--- src/rtl/ula_pkg.sv ---
// -----------------------------------------------------------------------------
// ula_pkg
// Shared constants for the registered ALU (ula_seq) and its single-cycle
// combinational core (ula_seq_comb).
//   - Opcode values OP_ADD..OP_MUL. Any opcode above OP_MUL is illegal.
//   - FSM state encoding ST_IDLE / ST_MUL / ST_HOLD.
//   - Bit positions of the Z/C/V flags inside the packed flag vector.
// -----------------------------------------------------------------------------
package ula_pkg;

  // Opcodes are compared as unsigned integers, so they work for any opcode width.
  localparam int unsigned OP_ADD = 0;
  localparam int unsigned OP_SUB = 1;
  localparam int unsigned OP_NEG = 2;
  localparam int unsigned OP_EQ  = 3;
  localparam int unsigned OP_GT  = 4;
  localparam int unsigned OP_LT  = 5;
  localparam int unsigned OP_AND = 6;
  localparam int unsigned OP_XOR = 7;
  localparam int unsigned OP_OR  = 8;
  localparam int unsigned OP_SHL = 9;
  localparam int unsigned OP_SHR = 10;
  localparam int unsigned OP_MUL = 11;

  // FSM state encoding.
  localparam logic [1:0] ST_IDLE = 2'd0;
  localparam logic [1:0] ST_MUL  = 2'd1;
  localparam logic [1:0] ST_HOLD = 2'd2;

  // Positions of the flags inside the packed flag vector.
  localparam int FLAG_Z = 0;
  localparam int FLAG_C = 1;
  localparam int FLAG_V = 2;
  localparam int FLAG_N = 3;

endpackage

--- src/rtl/ula_seq_comb.sv ---
// -----------------------------------------------------------------------------
// ula_seq_comb
// Purely combinational core for every single-cycle operation: it produces the
// W-bit result, the Z/C/V flags, the next sticky compare status and the
// illegal-opcode indication. MUL is not computed here. The top builds MUL from
// its shift-add accumulator and ignores this block's outputs for that opcode.
// Ports:
//   op_i      in   OPW       operation code
//   x_i, y_i  in   W         operands (unsigned)
//   status_i  in   1         current sticky status; passed through unless compare
//   result_o  out  W         operation result
//   flags_o   out  FLAG_N    {V, C, Z} at positions FLAG_V / FLAG_C / FLAG_Z
//   status_o  out  1         next sticky status
//   err_o     out  1         opcode is illegal
// -----------------------------------------------------------------------------
module ula_seq_comb
  import ula_pkg::*;
#(
  parameter int W   = 4,
  parameter int OPW = 4
) (
  input  logic [OPW-1:0]    op_i,
  input  logic [W-1:0]      x_i,
  input  logic [W-1:0]      y_i,
  input  logic              status_i,
  output logic [W-1:0]      result_o,
  output logic [FLAG_N-1:0] flags_o,
  output logic              status_o,
  output logic              err_o
);

  // The most negative two's-complement value. Negating it overflows.
  localparam logic [W-1:0] MIN_NEG = {1'b1, {(W-1){1'b0}}};

  logic [W:0]  wide_w;   // W+1 bits: carry/borrow out, or the bit shifted out
  logic        cmp;
  logic        is_cmp;
  int unsigned op_n;

  always_comb begin
    // NOTE: every output and temporary gets a default before the case, so no path leaves one unassigned and no latch is inferred.
    result_o = '0;
    flags_o  = '0;
    status_o = status_i;
    err_o    = 1'b0;
    wide_w   = '0;
    cmp      = 1'b0;
    is_cmp   = 1'b0;
    op_n     = 32'(op_i);

    case (op_n)
      OP_ADD: begin
        wide_w          = {1'b0, x_i} + {1'b0, y_i};
        result_o        = wide_w[W-1:0];
        flags_o[FLAG_C] = wide_w[W];
        flags_o[FLAG_V] = (x_i[W-1] == y_i[W-1]) && (result_o[W-1] != x_i[W-1]);
      end
      OP_SUB: begin
        wide_w          = {1'b0, x_i} - {1'b0, y_i};
        result_o        = wide_w[W-1:0];
        flags_o[FLAG_C] = ~wide_w[W];  // C means no borrow
        flags_o[FLAG_V] = (x_i[W-1] != y_i[W-1]) && (result_o[W-1] != x_i[W-1]);
      end
      OP_NEG: begin
        result_o        = '0 - y_i;
        flags_o[FLAG_V] = (y_i == MIN_NEG);
      end
      OP_EQ: begin
        cmp    = (x_i == y_i);
        is_cmp = 1'b1;
      end
      OP_GT: begin
        cmp    = (x_i > y_i);
        is_cmp = 1'b1;
      end
      OP_LT: begin
        cmp    = (x_i < y_i);
        is_cmp = 1'b1;
      end
      OP_AND: result_o = x_i & y_i;
      OP_XOR: result_o = x_i ^ y_i;
      OP_OR:  result_o = x_i | y_i;
      OP_SHL: begin
        // The full y value is the shift amount, so amounts >= W give 0.
        // The extra top bit catches the last bit shifted out.
        wide_w          = {1'b0, x_i} << y_i;
        result_o        = wide_w[W-1:0];
        flags_o[FLAG_C] = wide_w[W];
      end
      OP_SHR: begin
        wide_w          = {x_i, 1'b0} >> y_i;
        result_o        = wide_w[W:1];
        flags_o[FLAG_C] = wide_w[0];
      end
      OP_MUL: ;  // built by the top's shift-add sequencer
      default: err_o = 1'b1;
    endcase

    if (is_cmp) begin
      result_o = {{(W-1){1'b0}}, cmp};
      status_o = cmp;
    end

    // An illegal opcode reports all flags as 0. Every other op sets Z from its final result.
    if (!err_o) begin
      flags_o[FLAG_Z] = (result_o == '0);
    end
  end

endmodule

--- src/rtl/ula_seq.sv ---
// -----------------------------------------------------------------------------
// ula_seq
// Registered ALU with valid/ready handshakes on its input and its output.
// Single-cycle ops are computed by ula_seq_comb and registered on acceptance.
// MUL runs a W-cycle shift-add: one partial product per cycle, LSB of y first.
// Results, flags, err and the sticky status stay stable in HOLD until the
// consumer takes them.
// Ports:
//   clk        in   1    rising-edge clock
//   rst        in   1    asynchronous active-high reset
//   in_valid   in   1    op/operands valid
//   in_ready   out  1    high only in IDLE
//   op         in   OPW  operation code
//   x, y       in   W    operands
//   out_valid  out  1    result/flags valid (HOLD)
//   out_ready  in   1    consumer takes result
//   result     out  W    registered result
//   status     out  1    sticky compare result (EQ/GT/LT only)
//   flag_z/c/v out  1    zero / carry / overflow flags
//   err        out  1    illegal opcode on this result
// -----------------------------------------------------------------------------
module ula_seq
  import ula_pkg::*;
#(
  parameter int W   = 4,
  parameter int OPW = 4
) (
  input  logic           clk,
  input  logic           rst,
  input  logic           in_valid,
  output logic           in_ready,
  input  logic [OPW-1:0] op,
  input  logic [W-1:0]   x,
  input  logic [W-1:0]   y,
  output logic           out_valid,
  input  logic           out_ready,
  output logic [W-1:0]   result,
  output logic           status,
  output logic           flag_z,
  output logic           flag_c,
  output logic           flag_v,
  output logic           err
);

  // Holds the MUL step index 0..W-1. W >= 2, so this is at least 1 bit.
  localparam int CW = $clog2(W);

  logic [1:0]        state_q,  state_d;
  logic [W-1:0]      result_q, result_d;
  logic              status_q, status_d;
  logic [FLAG_N-1:0] flags_q,  flags_d;
  logic              err_q,    err_d;

  // Shift-add multiplier: the multiplicand shifts left and the multiplier shifts right.
  logic [2*W-1:0]    acc_q,    acc_d;
  logic [2*W-1:0]    mcand_q,  mcand_d;
  logic [W-1:0]      mplier_q, mplier_d;
  logic [CW-1:0]     cnt_q,    cnt_d;
  logic [2*W-1:0]    acc_step;

  logic [W-1:0]      c_result;
  logic [FLAG_N-1:0] c_flags;
  logic              c_status;
  logic              c_err;

  ula_seq_comb #(
    .W   (W),
    .OPW (OPW)
  ) u_comb (
    .op_i     (op),
    .x_i      (x),
    .y_i      (y),
    .status_i (status_q),
    .result_o (c_result),
    .flags_o  (c_flags),
    .status_o (c_status),
    .err_o    (c_err)
  );

  always_comb begin
    state_d  = state_q;
    result_d = result_q;
    status_d = status_q;
    flags_d  = flags_q;
    err_d    = err_q;
    acc_d    = acc_q;
    mcand_d  = mcand_q;
    mplier_d = mplier_q;
    cnt_d    = cnt_q;
    acc_step = acc_q + (mplier_q[0] ? mcand_q : '0);

    case (state_q)
      ST_IDLE: begin
        if (in_valid) begin
          if (32'(op) == OP_MUL) begin
            state_d  = ST_MUL;
            acc_d    = '0;
            mcand_d  = {{W{1'b0}}, x};
            mplier_d = y;
            cnt_d    = '0;
          end else begin
            state_d  = ST_HOLD;
            result_d = c_result;
            flags_d  = c_flags;
            status_d = c_status;
            err_d    = c_err;
          end
        end
      end
      ST_MUL: begin
        acc_d    = acc_step;
        mcand_d  = mcand_q << 1;
        mplier_d = mplier_q >> 1;
        cnt_d    = cnt_q + 1'b1;
        // On the last partial product, register the final sum directly into the result.
        if (cnt_q == CW'(W - 1)) begin
          state_d         = ST_HOLD;
          result_d        = acc_step[W-1:0];
          flags_d         = '0;
          flags_d[FLAG_Z] = (acc_step[W-1:0] == '0);
          flags_d[FLAG_V] = |acc_step[2*W-1:W];
          err_d           = 1'b0;
        end
      end
      ST_HOLD: begin
        if (out_ready) begin
          state_d = ST_IDLE;
        end
      end
      default: state_d = ST_IDLE;
    endcase
  end

  always_ff @(posedge clk or posedge rst) begin
    if (rst) begin
      state_q  <= ST_IDLE;
      result_q <= '0;
      status_q <= 1'b0;
      flags_q  <= '0;
      err_q    <= 1'b0;
      acc_q    <= '0;
      mcand_q  <= '0;
      mplier_q <= '0;
      cnt_q    <= '0;
    end else begin
      // NOTE: non-blocking assignments, so every register updates from the values present before the clock edge.
      state_q  <= state_d;
      result_q <= result_d;
      status_q <= status_d;
      flags_q  <= flags_d;
      err_q    <= err_d;
      acc_q    <= acc_d;
      mcand_q  <= mcand_d;
      mplier_q <= mplier_d;
      cnt_q    <= cnt_d;
    end
  end

  assign in_ready  = (state_q == ST_IDLE);
  assign out_valid = (state_q == ST_HOLD);
  assign result    = result_q;
  assign status    = status_q;
  assign flag_z    = flags_q[FLAG_Z];
  assign flag_c    = flags_q[FLAG_C];
  assign flag_v    = flags_q[FLAG_V];
  assign err       = err_q;

endmodule

--- config.mk ---
export PLATFORM = sky130hd
export DESIGN_NAME = ula_seq
export DESIGN_NICKNAME = d
export VERILOG_FILES = /design/src/rtl/ula_pkg.sv /design/src/rtl/ula_seq_comb.sv /design/src/rtl/ula_seq.sv
export SDC_FILE = /design/constraint.sdc
export NUM_CORES = 1
export LEC_CHECK = 0
export ABC_CLOCK_PERIOD_IN_PS = 2000
export CAP_MARGIN = 25
export CORE_MARGIN = 1.5
export CORE_UTILIZATION = 40
export DETAILED_ROUTE_END_ITERATION = 12
export DONT_BUFFER_PORTS = 1
export PLACE_DENSITY = 0.53
export SETUP_SLACK_MARGIN = 0.4
export SKIP_CTS_REPAIR_TIMING = 1
export SLEW_MARGIN = 10
export SYNTH_ARGS = -nofsm -noshare
export SYNTH_HDL_FRONTEND = slang
export SYNTH_HIERARCHICAL = 1
export SYNTH_SLANG_ARGS = --single-unit
--- constraint.sdc ---
create_clock -name clk -period 2 [get_ports clk]
set_input_delay 0.3 -clock clk [delete_from_list [all_inputs] [get_ports clk]]
set_output_delay 0.3 -clock clk [all_outputs]
set_load 0.01 [all_outputs]
==> summary.txt, run 1 <==
Global routing
  – Met2 global-route usage: 35.8%
  – Grt ovf: 0
  – GR Util met3: around 3.2%
  – First-pass GRT wire length: 12800 um
  – Layer with the highest usage: met2
  – Tot GR Track Use: 21.5%
  – Vias in the first global route: between 2000 and 3000
  – Largest net degree at the start of global routing: 34
  – Initial antenna violation count: 0
  – GRT met1 Usage: 28.2%

Placement
  – Placed inst area: approximately 0.0033 mm^2
  – Pre-CTS WS: -483 ps
  – Final Wtd Congestion: 0.876
  – Inst Count DP: between 400 and 500
  – Hpwl dp: approximately 6000 um
  – Port bufs: 0

CTS
  – CTS H-tree depth: 2
  – TritonCTS buffer count: 5
  – Clk pin slew, worst setup/hold paths: 60 ps
  – Clock Latency Late Sink: 280 ps
  – CTS tree: built
  – CTS sink cnt: 33
  – Root Driver: clkbuf_8
  – Longest Clk Path Bufs: 2

Cells and area
  – Post-layout util: a little over half
  – Most frequent cells in the layout: nand2_1, buf_4, dfrtp_1
  – Fillers: between 600 and 700
  – Final nets: ~420
  – Area of the multi-input gates: approximately 0.0021 mm^2
  – Leading cell type in the layout, fill and taps excluded: nand2_1
  – P&R area growth vs syn: 24.0%
  – Final std cells w/o fill: roughly 470
  – # diodes: 0
  – Register area: 826 um^2
  – Ratio of cells with drive above 1 in the final layout: roughly 27%
  – Post-route cell area: ~0.0036 mm^2

Timing
  – Share of the cycle needed by the critical path after routing: 110%
  – Max Clk Rate: around 0.46 GHz
  – Setup slack after layout: -198 ps
  – Final max-slew violation count: 0
  – Worst-Margin Slew: 552 ps
  – WHS: -5.16 ps
  – Clk_skew: between 8 and 9 ps
  – RSZ-0062 raised after global routing: true
  – Final setup violating endpoints: 2
  – Normalized max-slew margin: 63.1%
  – Fin crit period: roughly 2200 ps
  – Final Hold Viols: 7

Synth
  – Compound-Gate Fraction of Synth Area: a little under a quarter
  – Avg Cell Area, Syn: between 8 and 9 um^2
  – Ys flop type: dfrtp_1
  – Top-area cell type share of the netlist area: between 20 and 30%
  – Mapped Area: 0.00288 mm^2
  – Yosys cell types: between 60 and 70
  – Mux contribution to synthesized area: under 10%
  – FFs w/ async S/R, synth: 100%
  – Synth Instances: about 350
  – Largest family of logic cells by synthesized area: simple AND/OR/NAND/NOR gates
  – Post-synthesis xor/xnor area fraction: ~2.7%
  – Adder-Cell Fraction of Synth Area: between 10% and 20%
  – Post-synth top area cell: dfrtp_1
  – Yosys Warn Count: 6
  – Simple-Gate Fraction of Synth Area: a little under a quarter
  – FF+latch count, synth: 33
  – Number of synthesized flops with an enable pin: 0
  – Top post-synthesis cells by area: dfrtp_1, ha_1, nand2_1, nor2_1, a21oi_1
  – Seq/Total Area, Yosys: between 20% and 30%
  – Synth Net Count: approximately 400

Power
  – Peak supply drop: 0.000326 V
  – Power density over the cells: 936 mW/mm^2
  – Leak Pwr: between 1.5 and 2 nW

Route
  – DR iter-0 viols: 99
  – Final Routed Wirelength: approximately 7900 um
  – DRC viols: 0
  – Post-route antenna net violation count: 0
  – DR pass1 iterations: 4
  – DR WL/cell: ~17 um
  – Via count: about 2600
  – Via/cell ratio: about 5.6

Die
  – Die Y: slightly below 90 um
  – Initial Util: between 40% and 50%
  – Core Area: 0.00687 mm^2
  – FP Rows: 30
  – Die ar.: approximately 0.0077 mm^2
  – Die X: 87.9 um
  – Num ports: 27

Min path
  – Hold Crit Class: primary input to async pin

Critical path
  – Reg2Reg Capture Point: flags_q[0]$_DFFE_PP0P_
  – R2R setup slack: about 60 ps
  – Worst Setup End Kind: flop
  – Critical Path Start: x[1]
  – R2r startpoint: mplier_q[0]$_DFFE_PP0P_
  – Critical path class: primary input to flop
  – Data required time of the critical path: approximately 2200 ps
  – R2R cell count: 8
  – Crit path capture: flags_q[0]$_DFFE_PP0P_
  – Worst setup SP type: primary input
  – Crit Path Max Fanout: 9
  – WP data arrival: between 2000 and 2500 ps

Outcome
  – Run status: complete, but fails checks
  – Violated checks: negative hold slack, negative setup slack

Job
  – Max_cap viols: 0
-- layer usage --
layer / vias to the layer above / wire (um)
met5: - / 0
met4: 0 / 268
met3: 20 / 250
met2: 66 / 3780
met1: 1255 / 3570
li1: 1295 / -
-- worst max-delay path: stages --
cell,delay (ps)
clkinvlp_4,80
ha_4,240
o21ba_1,200
o311a_1,310
mux2i_1,230
o211ai_1,120
or3_4,350
nor4b_4,270
nor2_1,80
o41ai_2,190
-- Yosys cell counts, types with 8 or more instances --
cell type	count
nor3_1	8
inv_1	20
ha_1	23
a21oi_1	18
dfrtp_1	33
mux2i_1	8
buf_2	9
nand2_1	42
o21ai_0	13
nor2_1	34
a31oi_1	9
a22o_1	8
-- kinds of logic (layout without fill, tap and decap cells) --
logic type      count (synthesis)  count (layout)
compound gates                 95              95
xor+xnor                        9               9
fa+ha+maj                      26              26
buf+inv                        40              69
flops                          33              33
mux                            10              10
simple gates                  134             134
-- how the worst min path moves through the flow --
| stage | to | depth (start not counted) |
|---|---|---|
| after floorplan | state_q[1]$_DFFE_PP0P_ | 1 |
| after CTS | mcand_q[2]$_DFFE_PP0P_ | 2 |
| after global placement | mplier_q[2]$_DFFE_PP0P_ | 2 |
| after global routing | mcand_q[2]$_DFFE_PP0P_ | 2 |
| after detailed placement | mplier_q[1]$_DFFE_PP0P_ | 2 |
| final | mplier_q[2]$_DFFE_PP0P_ | 2 |
-- through the flow --
step | TNS [ps] | power [mW]
finish | -211 | 3.34
global route | -611 | 3.61
CTS | -327 | 3.04
detailed placement | -1600 | 2.55
global placement | -1530 | 2.54
floorplan | -477 | 2.18
-- sequential cells by signal, summed over array words and instances, names as in the netlist --
register	cells
state_q	2
result	4
mcand_q	8
status	1
flags_q	3
mplier_q	4
acc_q	8
cnt_q	2
err	1
-- area by class of cell --
| type | instances | area share [%] |
|---|---|---|
| clock buffer | 8 | 2.24 |
| inverter | 20 | 2.70 |
| multi-input combinational | 274 | 59.8 |
| sequential | 33 | 23.1 |
| tap | 96 | 3.36 |
| timing repair buffer | 41 | 8.82 |
-- power by group --
part	switching [mW]	total, mW	leakage (nW)	internal [mW]
registers	0.219	1.12	0.420	0.904
clock network	0.232	0.479	0.0395	0.247
logic	0.835	1.74	1.15	0.908
total	1.29	3.34	1.61	2.06
No activity file was read; power rests on OpenSTA's default activity.
==> run 2: changes to the inputs <==
--- a/config.mk
+++ b/config.mk
@@ -8,10 +8,9 @@
 export ABC_CLOCK_PERIOD_IN_PS = 2000
 export CAP_MARGIN = 25
 export CORE_MARGIN = 1.5
-export CORE_UTILIZATION = 40
+export CORE_UTILIZATION = 30
 export DETAILED_ROUTE_END_ITERATION = 12
 export DONT_BUFFER_PORTS = 1
-export PLACE_DENSITY = 0.53
 export SETUP_SLACK_MARGIN = 0.4
 export SKIP_CTS_REPAIR_TIMING = 1
 export SLEW_MARGIN = 10
==> summary.txt, run 2 (synthesized netlist as in run 1, its figures left out) <==
Route
  – DR WL/cell: 16.0 um (-3.8%)
  – Post-route antenna net violation count: 0 (unchanged)
  – Via/cell ratio: 5.29 (-5.3%)
  – DR iter-0 viols: 167 (+69%)
  – Via count: 2676 (+1.5%)
  – DRC viols: 0 (unchanged)
  – DR pass1 iterations: 4 (unchanged)
  – Final Routed Wirelength: 8110 um (+3.1%)

Cells and area
  – Leading cell type in the layout, fill and taps excluded: nand2_1
  – Fillers: 987 (+48%)
  – # diodes: 0 (unchanged)
  – Ratio of cells with drive above 1 in the final layout: 28.9% (+1.8 points)
  – Most frequent cells in the layout: nand2_1, buf_4, nor2_1
  – Top Registers: acc_q x8, mcand_q x8
  – Post-layout util: 39.6% (-12 points)
  – Final nets: 419 (+0.48%)
  – P&R area growth vs syn: 27.5%

Timing
  – Final max-slew violation count: 0 (unchanged)
  – Share of the cycle needed by the critical path after routing: 112% (+2.0 points)
  – Normalized max-slew margin: 69.5% (+6.4 points)
  – RSZ-0062 raised after global routing: true
  – WHS: -1.24 ps (+3.92 ps)
  – Setup slack after layout: -237 ps (-39.1 ps)
  – Clk_skew: 7.86 ps (-0.555 ps)
  – Worst-Margin Slew: 455 ps (-97.0 ps)
  – Fin crit period: 2240 ps (+39.1 ps)
  – Max Clk Rate: 0.447 GHz (-1.7%)
  – Final Hold Viols: 6 (-1)
  – Final setup violating endpoints: 3 (+1)

Outcome
  – Violated checks: negative hold slack, negative setup slack
  – Run status: complete, but fails checks

Global routing
  – Grt ovf: 0 (unchanged)
  – First-pass GRT wire length: 13000 um (+1.5%)
  – Vias in the first global route: 2642 (+1.8%)
  – Largest net degree at the start of global routing: 34 (unchanged)
  – Initial antenna violation count: 0 (unchanged)
  – Tot GR Track Use: 16.2% (-5.3 points)

Critical path
  – R2r startpoint: mplier_q[0]$_DFFE_PP0P_
  – WP data arrival: 2420 ps (+50 ps)
  – R2R setup slack: -10 ps (-70 ps)
  – R2R cell count: 9 (+1)
  – Worst Setup End Kind: flop
  – CP dominant cell by count: buf_4
  – Crit Path Max Fanout: 9 (unchanged)
  – Reg2Reg Capture Point: acc_q[6]$_DFFE_PP0P_
  – CP bufs+invs: 3 (+2)
  – Cell family with most CP delay: simple AND/OR/NAND/NOR gates
  – Largest stage delay on the critical path: 460 ps (+110 ps)
  – Worst-path cell chain: clkinvlp_4 > buf_4 > buf_4 > fa_2 > mux2i_1 > or4_1 > a21oi_1 > or4_4 > nor4b_4 > nor2_1 > o41ai_2
  – Worst setup SP type: primary input
  – Data required time of the critical path: 2190 ps (about the same)
  – Slowest stage cell, crit path: or4_4
  – Critical path class: primary input to flop

Die
  – Initial Util: 31.1% (-11 points)
  – Num ports: 27 (unchanged)
  – Die X: 101 um (+15%)
  – Core Area: 0.00928 mm^2 (+35%)
  – Die Y: 101 um (+15%)
  – FP Rows: 35 (+17%)
  – Die ar.: 0.0102 mm^2 (+32%)

Job
  – Max_cap viols: 0 (unchanged)

CTS
  – Root Driver: clkbuf_8
  – CTS tree: built
  – Clk pin slew, worst setup/hold paths: 70 ps (about the same)
  – CTS H-tree depth: 2 (unchanged)
  – CTS sink cnt: 33 (unchanged)
  – Longest Clk Path Bufs: 2 (unchanged)
  – TritonCTS buffer count: 5 (unchanged)
  – Clock Latency Late Sink: 290 ps (about the same)

Placement
  – Hpwl dp: 5980 um (about the same)
  – Final Wtd Congestion: 0.905 (+3.3%)
  – Pre-CTS WS: -482 ps (+1.01 ps)
  – Port bufs: 0 (unchanged)

Power
  – Peak supply drop: 0.000347 V (+6.4%)
  – Leak Pwr: 1.63 nW (+1.2%)
  – Power density over the cells: 937 mW/mm^2 (+0.15%)

Min path
  – Hold Crit Class: primary input to async pin
-- run 2: how the worst max path moves through the flow --
stage	from	to	slack, ps	depth (start not counted)
2_1_floorplan	y[1]	flags_q[0]$_DFFE_PP0P_	-430	11
3_3_place_gp	x[1]	flags_q[0]$_DFFE_PP0P_	-430	10
3_5_place_dp	x[1]	flags_q[0]$_DFFE_PP0P_	-480	10
4_1_cts	x[1]	flags_q[0]$_DFFE_PP0P_	-210	10
5_1_grt	x[1]	flags_q[0]$_DFFE_PP0P_	-320	10
6_report	x[1]	flags_q[0]$_DFFE_PP0P_	-240	11
-- run 2: through the flow --
stage                     area (um^2)  TNS, ps  power, mW  instances
after CTS                        3450     -349       3.10        501
after global routing             3670     -828       3.70        506
after floorplan                  3030     -477       2.18        347
final                            3670     -334       3.44        506
after global placement           3360    -1440       2.53        494
after detailed placement         3360    -1630       2.57        494
-- run 2: final cells by class --
class                      instances  area [um^2]  area share [%]
inverter                          20         96.3            2.62
sequential                        33          827            22.5
multi-input combinational        274         2160            58.8
tap                              129          161            4.39
clock buffer                       6         82.6            2.25
clock inverter                     1         7.51           0.204
timing repair buffer              43          338            9.19
-- run 2: worst register-to-register path: cells and delay by family (launching register included) --
family / cells / cell delay [ps]
adders and majority gates: 2 / 470
buffers and inverters: 1 / 40
muxes: 1 / 170
and+or+nand+nor: 2 / 360
AOI/OAI and AO/OA: 3 / 460
DFF: 1 / 410
-- run 2: power by group --
part           leakage, nW  switching, mW  internal [mW]  total, mW
Combinational         1.17          0.864          0.927       1.79
Sequential           0.419          0.229          0.906       1.13
Clock               0.0433          0.247          0.272      0.519
-- run 2: routing by layer --
metal | vias to the layer above | GRT usage (%) | part of all wire [%] | wire length, um
met5 | - | 0 | 0 | 0
met1 | 1269 | 21.0 | 44 | 3530
met3 | 15 | 2.70 | 6.2 | 507
met4 | 0 | 6.94 | 2.6 | 215
li1 | 1303 | - | - | -
met2 | 89 | 26.5 | 48 | 3860
==> run 3: changes to the inputs <==
--- a/config.mk
+++ b/config.mk
@@ -8,9 +8,11 @@
 export ABC_CLOCK_PERIOD_IN_PS = 2000
 export CAP_MARGIN = 25
 export CORE_MARGIN = 1.5
-export CORE_UTILIZATION = 30
+export CORE_UTILIZATION = 51
+export CTS_CLUSTER_DIAMETER = 40
 export DETAILED_ROUTE_END_ITERATION = 12
 export DONT_BUFFER_PORTS = 1
+export PLACE_DENSITY = 0.69
 export SETUP_SLACK_MARGIN = 0.4
 export SKIP_CTS_REPAIR_TIMING = 1
 export SLEW_MARGIN = 10
==> summary.txt, run 3 (synthesized netlist as in run 1, its figures left out) <==
Outcome
  – Run status: complete, but fails checks
  – Violated checks: negative hold slack, negative setup slack

Cells and area
  – Leading cell type in the layout, fill and taps excluded: buf_4
  – # diodes: 0 (unchanged)
  – P&R area growth vs syn: 26.2%
  – Most frequent cells in the layout: buf_4, nand2_1, dfrtp_1
  – Ratio of cells with drive above 1 in the final layout: 29.6% (+0.64 points)
  – Top Registers: acc_q x8, mcand_q x8
  – Post-layout util: 66.5% (+27 points)
  – Final nets: 420 (+0.24%)

Die
  – Die ar.: 0.00611 mm^2 (-40%)
  – FP Rows: 27 (-23%)
  – Initial Util: 52.7% (+22 points)
  – Core Area: 0.00547 mm^2 (-41%)
  – Die X: 78.2 um (-23%)
  – Num ports: 27 (unchanged)
  – Die Y: 78.2 um (-23%)

Critical path
  – Worst Setup End Kind: flop
  – Worst-path cell chain: inv_8 > ha_4 > o21ba_4 > o311a_1 > mux2i_1 > o211ai_1 > or3_4 > nor4b_4 > nor2_1 > o41ai_2
  – Data required time of the critical path: 2190 ps (about the same)
  – WP data arrival: 2350 ps (-70 ps)
  – Largest stage delay on the critical path: 370 ps (-90 ps)
  – Worst setup SP type: primary input
  – Slowest stage cell, crit path: o311a_1
  – Crit Path Max Fanout: 9 (unchanged)
  – Critical path class: primary input to flop

Timing
  – Max Clk Rate: 0.464 GHz (+3.8%)
  – Setup slack after layout: -155 ps (+81.6 ps)
  – Worst-Margin Slew: 608 ps (+154 ps)
  – Final max-slew violation count: 0 (unchanged)
  – Normalized max-slew margin: 59.3% (-10 points)
  – WHS: -5.16 ps (-3.92 ps)
  – RSZ-0062 raised after global routing: true
  – Fin crit period: 2160 ps (-81.6 ps)
  – Sum Neg Setup Slack: -155 ps (+179 ps)
  – Final Hold Viols: 4 (-2)
  – Clk_skew: 2.98 ps (-4.88 ps)
  – Share of the cycle needed by the critical path after routing: 108% (-4.1 points)
  – Final setup violating endpoints: 1 (-2)

Global routing
  – Grt ovf: 0 (unchanged)
  – Vias in the first global route: 2605 (-1.4%)
  – First-pass GRT wire length: 12800 um (-1.3%)
  – Largest net degree at the start of global routing: 34 (unchanged)
  – Initial antenna violation count: 0 (unchanged)
  – Tot GR Track Use: 26.7% (+10 points)

Route
  – Via count: 2689 (+0.49%)
  – DR pass1 iterations: 5 (+1)
  – DRC viols: 0 (unchanged)
  – DR WL/cell: 17.8 um (+11%)
  – Post-route antenna net violation count: 0 (unchanged)
  – Final Routed Wirelength: 8030 um (-1.0%)
  – DR iter-0 viols: 176 (+5.4%)
  – Via/cell ratio: 5.96 (+13%)

Placement
  – Final Wtd Congestion: 0.863 (-4.6%)
  – Hpwl dp: 5710 um (-4.4%)
  – Port bufs: 0 (unchanged)

CTS
  – Longest Clk Path Bufs: 2 (unchanged)
  – Clk pin slew, worst setup/hold paths: 70 ps (about the same)
  – Root Driver: clkbuf_8
  – TritonCTS buffer count: 5 (unchanged)
  – CTS sink cnt: 33 (unchanged)
  – CTS tree: built
  – CTS H-tree depth: 2 (unchanged)
  – Clock Latency Late Sink: 290 ps (about the same)

Power
  – Peak supply drop: 0.000556 V (+60%)
  – Leak Pwr: 1.66 nW (+1.4%)
  – Power density over the cells: 1020 mW/mm^2 (+9.1%)

Job
  – Max_cap viols: 0 (unchanged)

Min path
  – Hold Crit Class: primary input to async pin
[run 3: changes by cell type in the layout (fill, tap and decap cells not counted), moves of 2 or more]
cell        delta
buf_4          +2
clkinvlp_4     -2
inv_8          +2
nor2_1         -4
nor2_2         +5
[run 3: layout make-up]
cell class	instances	area (um^2)
Timing Repair Buffer	44	342
Fill cell	446	1830
Clock buffer	7	86.3
Clock inverter	1	30.0
Inverter	20	103
Tap cell	72	90.1
Multi-Input combinational cell	274	2160
Sequential cell	33	826
[run 3: critical path, delay by kind of cell]
kind | cells | cell delay [ps]
buf+inv | 1 | 20
compound gates | 4 | 900
mux | 1 | 210
simple gates | 3 | 700
fa+ha+maj | 1 | 220
[run 3: final timing paths]
| check | from | endpoint | slack, ps | cells after the start |
|---|---|---|---|---|
| max | x[1] | flags_q[0]$_DFFE_PP0P_ | -160 | 10 |
| min | rst | mplier_q[1]$_DFFE_PP0P_ | -5 | 2 |
| max reg2reg | mplier_q[0]$_DFFE_PP0P_ | flags_q[2]$_DFFE_PP0P_ | 20 | 9 |
| min reg2reg | mplier_q[3]$_DFFE_PP0P_ | mplier_q[3]$_DFFE_PP0P_ | 490 | 2 |
| max in group asynchronous | rst | result[1]$_DFFE_PP0P_ | 1680 | 2 |
| min in group clk | out_ready | state_q[1]$_DFFE_PP0P_ | 80 | 1 |
[run 3: where the power goes]
part	leakage [nW]	switching, mW	internal [mW]
registers	0.420	0.233	0.904
logic	1.18	0.903	1.02
clock network	0.0585	0.251	0.406
[run 3: per-stage QoR]
stage	hold slack [ps]	cells	cell area, um^2	setup slack, ps	power, mW
floorplan	386	347	3030	-427	2.18
global placement	308	436	3280	-435	2.50
detailed placement	321	436	3280	-468	2.54
CTS	10.2	444	3400	-170	3.21
global route	35.4	451	3640	-204	3.96
finish	-5.16	451	3640	-155	3.72
[run 3: metal layers]
layer / global-route usage (%) / up-vias / part of all wire [%]
met5: 0 / - / 0
met4: 8.75 / 0 / 1.2
met3: 3.95 / 7 / 3.4
met2: 48.2 / 53 / 53
met1: 32.3 / 1332 / 43
li1: - / 1297 / -
